### config.mk
export PLATFORM = sky130hd
export DESIGN_NAME = led_shift_ctrl
export DESIGN_NICKNAME = d
export VERILOG_FILES = /design/src/rtl/led_pkg.sv /design/src/rtl/led_phase_tick.sv /design/src/rtl/led_shift_ctrl.sv
export SDC_FILE = /design/constraint.sdc
export NUM_CORES = 1
export LEC_CHECK = 0
export ABC_AREA = 1
export BUFFER_PORTS_ARGS = -buffer_cell sky130_fd_sc_hd__buf_2
export CORE_UTILIZATION = 29
export DETAILED_ROUTE_END_ITERATION = 6
export GPL_TIMING_DRIVEN = 1
export PLACE_DENSITY = 0.49
export SETUP_SLACK_MARGIN = 0.4
export SLEW_MARGIN = 20
export SYNTH_ARGS = -nofsm -noshare
export SYNTH_HDL_FRONTEND = slang
export SYNTH_SLANG_ARGS = --single-unit
export TNS_END_PERCENT = 1
### constraint.sdc
create_clock -name Clk -period 1.9 [get_ports Clk]
set_input_delay 0.475 -clock Clk [delete_from_list [all_inputs] [get_ports Clk]]
set_output_delay 0.475 -clock Clk [all_outputs]
set_load 0.01 [all_outputs]
### src/rtl/led_pkg.sv
// Shared definitions for the STP16D05 serial front-end: FSM states,
// counter-width helpers and the default chain geometry.
package led_pkg;

    // Default chain length and LED_Clk half-period, shared with the driver bench
    localparam int LED_N_DEF   = 16;
    localparam int LED_DIV_DEF = 2;

    typedef enum logic [2:0] {
        ST_IDLE     = 3'd0,
        ST_SHIFT_LO = 3'd1,
        ST_SHIFT_HI = 3'd2,
        ST_LATCH    = 3'd3,
        ST_DONE     = 3'd4
    } led_state_t;

    // Bits needed to hold the values 0..n without wrapping
    function automatic int cnt_w(input int n);
        return (n < 1) ? 1 : $clog2(n + 1);
    endfunction

    localparam int LED_BIT_W_DEF = cnt_w(LED_N_DEF);
    localparam int LED_DIV_W_DEF = cnt_w(LED_DIV_DEF);

endpackage

### src/rtl/led_phase_tick.sv
// Phase timer: counts C_DIV system cycles from a restart and flags the
// last cycle of the phase. Saturates at the last cycle until restarted.
module led_phase_tick
    import led_pkg::*;
#(
    parameter int C_DIV = LED_DIV_DEF
) (
    input  logic Clk,
    input  logic Rst_n,
    input  logic restart,
    output logic tick
);

    localparam int              DW   = cnt_w(C_DIV);
    localparam logic [DW-1:0]   LAST = DW'(C_DIV - 1);

    logic [DW-1:0] div_cnt;

    // Clear on phase entry, count up to the last cycle and hold there
    always_ff @(posedge Clk or negedge Rst_n) begin
        if (!Rst_n)
            div_cnt <= '0;
        else if (restart)
            div_cnt <= '0;
        else if (div_cnt != LAST)
            div_cnt <= div_cnt + 1'b1;
    end

    assign tick = (div_cnt == LAST);

endmodule

### src/rtl/led_shift_ctrl.sv
// Serial front-end for an STP16D05 driver chain. Takes a parallel pattern
// over Load/Ready, shifts it MSB-first on LED_SDI with a generated LED_Clk,
// pulses LED_LE, and collects the previous frame returning on LED_SDO.
// Every output is a flop; output values are derived from the next state so
// that each output matches the state it belongs to in the same cycle.
module led_shift_ctrl
    import led_pkg::*;
#(
    parameter int C_N   = LED_N_DEF,
    parameter int C_DIV = LED_DIV_DEF
) (
    input  logic           Clk,
    input  logic           Rst_n,
    input  logic [C_N-1:0] Data,
    input  logic           Load,
    input  logic           Enable,
    output logic           Ready,
    output logic           Done,
    output logic [C_N-1:0] Rd_Data,
    output logic           LED_Clk,
    output logic           LED_SDI,
    output logic           LED_LE,
    output logic           LED_OE,
    input  logic           LED_SDO
);

    localparam int            BW       = cnt_w(C_N);
    localparam logic [BW-1:0] LAST_BIT = BW'(C_N - 1);

    led_state_t     state, next_state;
    logic           tick;
    logic           restart;
    logic           accept;

    logic [C_N-1:0] sh, sh_next;
    logic [C_N-1:0] rd_sh, rd_sh_next;
    logic [BW-1:0]  bit_cnt, bit_cnt_next;

    logic           ready_d, done_d, clk_d, sdi_d, le_d;

    // Ready is only ever high in IDLE/DONE, so this is the handshake
    assign accept  = Load & Ready;
    // Every state transition starts a fresh C_DIV phase
    assign restart = (next_state != state);

    led_phase_tick #(.C_DIV(C_DIV)) u_tick (
        .Clk     (Clk),
        .Rst_n   (Rst_n),
        .restart (restart),
        .tick    (tick)
    );

    // State register
    always_ff @(posedge Clk or negedge Rst_n) begin
        if (!Rst_n)
            state <= ST_IDLE;
        else
            state <= next_state;
    end

    // Next-state: low/high halves of LED_Clk per bit, then latch, then done
    always_comb begin
        next_state = state;
        case (state)
            ST_IDLE:     if (accept) next_state = ST_SHIFT_LO;
            ST_SHIFT_LO: if (tick)   next_state = ST_SHIFT_HI;
            ST_SHIFT_HI: if (tick)   next_state = (bit_cnt == LAST_BIT) ? ST_LATCH : ST_SHIFT_LO;
            ST_LATCH:    if (tick)   next_state = ST_DONE;
            ST_DONE:     next_state = accept ? ST_SHIFT_LO : ST_IDLE;
            default:     next_state = ST_IDLE;
        endcase
    end

    // Datapath next values: load, shift out at end of high phase, sample return at end of low phase
    always_comb begin
        sh_next      = sh;
        rd_sh_next   = rd_sh;
        bit_cnt_next = bit_cnt;
        if (accept) begin
            sh_next      = Data;
            bit_cnt_next = '0;
        end else if (state == ST_SHIFT_HI && tick) begin
            sh_next      = {sh[C_N-2:0], 1'b0};
            bit_cnt_next = bit_cnt + 1'b1;
        end
        if (state == ST_SHIFT_LO && tick)
            rd_sh_next = {rd_sh[C_N-2:0], LED_SDO};
    end

    // Output next values, keyed on the state being entered
    always_comb begin
        ready_d = (next_state == ST_IDLE) || (next_state == ST_DONE);
        done_d  = (next_state == ST_DONE);
        clk_d   = (next_state == ST_SHIFT_HI);
        le_d    = (next_state == ST_LATCH);
        case (next_state)
            ST_SHIFT_LO: sdi_d = sh_next[C_N-1];
            ST_SHIFT_HI: sdi_d = LED_SDI;
            default:     sdi_d = 1'b0;
        endcase
    end

    // Datapath and output registers
    always_ff @(posedge Clk or negedge Rst_n) begin
        if (!Rst_n) begin
            sh      <= '0;
            rd_sh   <= '0;
            bit_cnt <= '0;
            Ready   <= 1'b1;
            Done    <= 1'b0;
            Rd_Data <= '0;
            LED_Clk <= 1'b0;
            LED_SDI <= 1'b0;
            LED_LE  <= 1'b0;
            LED_OE  <= 1'b1;
        end else begin
            sh      <= sh_next;
            rd_sh   <= rd_sh_next;
            bit_cnt <= bit_cnt_next;
            Ready   <= ready_d;
            Done    <= done_d;
            if (done_d)
                Rd_Data <= rd_sh_next;
            LED_Clk <= clk_d;
            LED_SDI <= sdi_d;
            LED_LE  <= le_d;
            LED_OE  <= ~Enable;
        end
    end

endmodule
# After elaboration in Yosys (flattened, before gate mapping)
# Cells that the tools add are included.
dict set report op_classes {
  add_sub_neg 2
  n_reduce_logical 7
  n_eq_ne 12
  muxes 15
  bitwise 2
}
# cell n
set ops {}
lappend ops {{2-to-1 mux 16 bit} 3}
lappend ops {{one-hot mux 3 bit (5 select lines)} 1}
lappend ops {{equality test 3 x 2 -> 1 bit (second input constant)} 4}
lappend ops {{2-to-1 mux 3 bit} 4}
lappend ops {{2-to-1 mux 5 bit} 2}
lappend ops {{equality test 3 x 1 -> 1 bit (second input constant)} 2}
lappend ops {{equality test 3 bit (second input constant)} 2}
lappend ops {{zero test 3 bit} 2}
lappend ops {{2-to-1 mux 2 bit} 3}
lappend ops {{adder 5 x 1 -> 5 bit (second input constant)} 1}
lappend ops {{equality test 5 x 4 -> 1 bit (second input constant)} 1}
lappend ops {{nonzero test 2 bit} 2}
lappend ops {{!= test 3 bit} 1}
lappend ops {{adder 2 x 1 -> 2 bit (second input constant)} 1}
lappend ops {{equality test 2 x 1 -> 1 bit (second input constant)} 1}
lappend ops {{logical AND 1 bit} 2}
lappend ops {{!= test 2 x 1 -> 1 bit (second input constant)} 1}
lappend ops {{one-hot mux 1 bit (2 select lines)} 1}
lappend ops {{AND 1 bit} 1}
lappend ops {{logical OR 1 bit} 1}
lappend ops {{2-to-1 mux 1 bit} 1}
lappend ops {{inverter 1 bit} 1}
dict set report totals {
  out_inout_bits 22
  word_cells 51
  regBits 64
}

# Depth between registers and ports, before layout
dict set report logic_depth {
  ltp_word 6
  depth_mapped 12
  mapped_depth_nobuf 12
}

# Hierarchy
# From an unflattened synthesis, not the netlist that was laid out.
dict set report hier_totals {
  cells_unflattened 290
  area_unflattened_um2 2758.9
}
# mod cells_each area_each_um2 instances
set by_module_without_submodules {}
lappend by_module_without_submodules {led_shift_ctrl 276 2650.0 1}
lappend by_module_without_submodules {led_phase_tick 14 108.9 1}

# Least setup slack after synthesis
# OpenSTA, ideal clock, no wires.
dict set report synth_path {
  path_kind {reg2reg}
  startpoint {reg u_tick.div_cnt[0]}
  endpoint {reg sh[10]}
  synth_period_minus_slack_ns 1.565
  required_ns 1.770
  n_path_buf 1
  stages_incl_launch_ff 9
  arrival_time_ns 1.435
  setup_slack_ns 0.335
  path_cell_list {dfrtp_1 > ha_1 > buf_4 > inv_2 > nor2_4 > nand2_4 > clkinv_1 > a22oi_1 > o21ai_0}
}
dict set report synth_via {
  elab_chain_cells 3
}
# item line
set synth_rtl {}
lappend synth_rtl {{from (decl)} led_phase_tick.sv:17} ;# logic [DW-1:0] div_cnt;
lappend synth_rtl {{from (signal assigned)} led_phase_tick.sv:26} ;# div_cnt <= div_cnt + 1'b1;
lappend synth_rtl {{equality test 2 x 1 -> 1 bit} led_phase_tick.sv:29} ;# assign tick = (div_cnt == LAST);
lappend synth_rtl {{logical AND 1 bit} led_shift_ctrl.sv:82} ;# end else if (state == ST_SHIFT_HI && tick) begin
lappend synth_rtl {{nonzero test 2 bit (no line)} --}
lappend synth_rtl {{to (signal assigned)} led_shift_ctrl.sv:117} ;# sh <= sh_next;
lappend synth_rtl {{to (decl)} led_shift_ctrl.sv:35} ;# logic [C_N-1:0] sh, sh_next;
# No other way between the ends.
# A chain may end at the register's enable or synchronous reset.

# Final worst setup path
dict set report layout_path {
  startpoint {reg u_tick.div_cnt[0]}
  endpoint {reg u_tick.div_cnt[0]}
}
dict set report layout_via {
  elab_chain_cells 5
  elab_cells_between_ends 11
  classes_between {add/sub: 1; eq/ne: 3; mux: 6; reduce/logical: 1}
}
# item line
set layout_rtl {}
lappend layout_rtl {{equality test 2 x 1 -> 1 bit} led_phase_tick.sv:29}
lappend layout_rtl {{2-to-1 mux 3 bit, on equally long branches} {led_shift_ctrl.sv:68, led_shift_ctrl.sv:66, led_shift_ctrl.sv:67}}
lappend layout_rtl {{one-hot mux 3 bit (5 select lines)} led_shift_ctrl.sv:64} ;# case (state)
lappend layout_rtl {{!= test 3 bit} led_shift_ctrl.sv:44} ;# assign restart = (next_state != state);
lappend layout_rtl {{2-to-1 mux 2 bit / nonzero test 2 bit (equally long branches)} --}
# Parallel ways exist; a longest one is shown, timed or not. The select of a mux whose other input is x is not followed.

==> flow_metrics.env <==
export IMPL_status="completed"
export IMPL_r2r_start="u_tick.div_cnt[0]"
export IMPL_maxSlewViolCount=0
export IMPL_yosysWarnings=0
export IMPL_setup_viol=0
export IMPL_wl_met3_um=313
export IMPL_clock_fmax_ghz=0.6486
export IMPL_n_antenna_cell=0
export IMPL_vias=2036
export IMPL_cts_root_buf="clkbuf_8"
export IMPL_grt_antenna_before_repair=0
export IMPL_track_usage_pct=13.27
export IMPL_drt_initial_drc_count=48
export IMPL_p_sw_mw=0.6262
export IMPL_hold_buffers=0
export IMPL_grt_pass1_vias=2119
export IMPL_cts_sinks=64
export IMPL_dpl_hpwl_um=4067
export IMPL_synth_distinct_cells=33
export IMPL_swShare_pct=22.52
export IMPL_nets=351
export IMPL_cts_clk_slew_worst_paths_ns=0.08
export IMPL_cts_buffers=9
export IMPL_ys_seq_area_share_pct=57.90
export IMPL_synthCells=265
export IMPL_syn_area_mm2=0.002770
export IMPL_totalNegativeSetupSlack_ns=0
export IMPL_io_pins=43
export IMPL_wl_met2_um=2892
export IMPL_post_drt_via_cell_ratio=4.416
export IMPL_ys_top_cells_by_count="dfrtp_1, nand2_1, inv_1"
export IMPL_wl_met1_um=2678
export IMPL_cts_tree="built"
export IMPL_grt_overflow_total=0
export IMPL_clkPwrFrac_pct=47.0
export IMPL_crit_fanout=5
export IMPL_finalCriticalPeriod_ns=1.542
export IMPL_num_rows=35
export IMPL_hold_viol=0
export IMPL_cts_max_level=3
export IMPL_synthArstFlopShare_pct=100.0
export IMPL_antenna_left=0
export IMPL_synth_edf_count=0
export IMPL_placed_area_mm2=0.003186
export IMPL_die_width_um=99.74
export IMPL_pwr_share_comb_pct=3.2
export IMPL_path_cells="ha_4 -> buf_4 -> nand3_1 -> nand2_1 -> o21ai_0 -> nand4_1 -> nor2_1"
export IMPL_die_area_mm2=0.009947
export IMPL_core_area_mm2=0.009240
export IMPL_syn_num_nets=289
export IMPL_initial_core_util_pct=29.98
export IMPL_cpPeakStageDelay_ns=0.42
export IMPL_leakagePower_nw=1.732
export IMPL_area_growth_pct=27.60
export IMPL_design_area_mm2=0.003535
export IMPL_p_int_mw=2.154
export IMPL_max_cap_violations=0
export IMPL_required_ns=2.17
export IMPL_worst_pin_slew_ns=0.4981
export IMPL_drive_gt1_share_pct=37.95
export IMPL_die_height_um=99.74
export IMPL_end_kind="flip-flop"
export IMPL_cp_start_kind="flip-flop"
export IMPL_rrSetupSlack_ns=0.36
export IMPL_clk_path_buf_depth=2
export IMPL_hp_class="in -> async"
export IMPL_portBuffers=42
export IMPL_rr_endpoint="u_tick.div_cnt[0]"
export IMPL_top_layer="met4"
export IMPL_wl_um=5984
export IMPL_skew_ns=0.007708
export IMPL_grt_max_degree=24
export IMPL_synth_flop_cell="dfrtp_1"
export IMPL_synth_area_leader_cell="dfrtp_1"
export IMPL_grt_pass1_wl_um=9880
export IMPL_ys_seq_elements=64
export IMPL_p_per_area_mw_per_mm2=786.5
export IMPL_seq_power_share_pct=49.8
export IMPL_critPathKind="reg -> reg"
export IMPL_timing_slew_headroom_pct=66.79
export IMPL_slowest_stage="dfrtp_1"
export IMPL_avgSynthCellArea_um2=10.45
export IMPL_arrival_ns=1.81
export IMPL_wl_per_cell_um=12.98
export IMPL_dr_pass1_iters=4
export IMPL_insertion_delay_ns=0.35
export IMPL_synth_top_area_share_pct=56.01
export IMPL_fin_crit_sh_pct=81.15
export IMPL_drc=0
export IMPL_synth_area_leaders="dfrtp_1, nand2_1, inv_1"
export IMPL_irDropWorstVdd_v=0.0002926
export IMPL_yosysMostFrequentCell="dfrtp_1"
export IMPL_rsz0062_at_grt="true"
export IMPL_gp_congestion=0.7552
export IMPL_reg2reg_depth=7
## area by class of cell
| cell class | count | area [um^2] |
|---|---|---|
| tap | 129 | 161.4 |
| sequential | 64 | 1604 |
| clock buffer | 9 | 123.9 |
| clock inverter | 7 | 96.34 |
| fill | 935 | 5705 |
| inverter | 32 | 125.1 |
| multi-input combinational | 160 | 1016 |
| timing repair buffer | 60 | 407.9 |
## cell usage in the layout, fill, tap and decap left out, types with 3 or more instances in the layout
master    netlist  routed
a21oi_1         5       5
a21oi_2         5       5
a22oi_1         7       7
buf_12          0       5
buf_2           2      42
buf_4           1      13
clkbuf_8        0       9
clkinv_4        0       3
dfrtp_1        62      62
inv_1          28      26
inv_2           3       4
mux2_4          7       7
nand2_1        48      48
nand2_2         8       8
nand3_1         8       6
nor2_1         21      18
nor2_2          1       3
nor2_4          2       3
o211ai_1        8       8
o21ai_0        17      17
o21ai_2         8       8
## critical path, delay by kind of cell (launching register included)
kind | cells | cell delay [ns]
AOI/OAI and AO/OA | 1 | 0.16
DFF | 1 | 0.42
adders and majority gates | 1 | 0.20
buffers and inverters | 1 | 0.16
and+or+nand+nor | 4 | 0.54
## kinds of logic after synthesis
| kind of cell | share of synthesized area (%) |
|---|---|
| AND/OR/NAND/NOR | 16.03 |
| flip-flops | 57.90 |
| AO/OA/AOI/OAI | 13.01 |
| buffers and inverters | 6.865 |
| multiplexers | 4.200 |
| adder cells (fa/ha/maj) | 1.355 |
| XOR/XNOR | 0.6325 |
## per-layer routing
| layer | vias up | GRT usage (%) |
|---|---|---|
| li1 | 990 | - |
| met3 | 10 | 4.849 |
| met1 | 978 | 15.69 |
| met2 | 58 | 21.64 |
| met4 | 0 | 5.769 |
| met5 | - | 0 |
## flip-flops by register name, summed over array words and instances, names as in the netlist
register and flops:
Rd_Data 16, LED_Clk 1, sh 16, LED_LE 1, Ready 1, rd_sh 16
LED_OE 1, u_tick.div_cnt 2, state 3, bit_cnt 5, Done 1, LED_SDI 1
## repair_timing
action,CTS,global route
cloned,0,0
buffers inserted,8,0
pin swaps,2,3
endpoints found under the hold margin,0,0
resized for setup,5,8
setup endpoints to repair,40,36
## metrics by stage
step	std cells	setup WS, ns	hold WS, ns	utilization [%]	power [mW]
3_5_place_dp	437	0.2124	0.4641	34.48	1.503
6_report	461	0.3582	0.08461	38.25	2.780
4_1_cts	461	0.3008	0.07576	37.91	2.836
5_1_grt	461	0.2431	0.09053	38.25	2.898
3_3_place_gp	437	0.2213	0.4632	34.48	1.503
2_1_floorplan	265	0.3838	0.1794	-	1.436
## worst max-delay path by stage
stage                            from                 to  slack, ns  cells after the start
floorplan           u_tick.div_cnt[1]        Rd_Data[13]       0.38                      7
global placement                 Load            LED_SDI       0.22                     10
detailed placement  u_tick.div_cnt[0]            LED_SDI       0.21                      9
CTS                        bit_cnt[0]            LED_SDI       0.30                     12
global route               bit_cnt[0]            LED_SDI       0.24                     12
finish              u_tick.div_cnt[0]  u_tick.div_cnt[0]       0.36                      7
## power by group through the flow
stage | Sequential [mW] | Combinational (mW) | Clock [mW]
2_1_floorplan | 1.41 | 0.0253 | 0
3_3_place_gp | 1.41 | 0.0925 | 0
3_5_place_dp | 1.41 | 0.0925 | 0
4_1_cts | 1.38 | 0.0931 | 1.36
5_1_grt | 1.39 | 0.103 | 1.41
6_report | 1.38 | 0.0890 | 1.31
No activity file was read; power rests on OpenSTA's default activity.
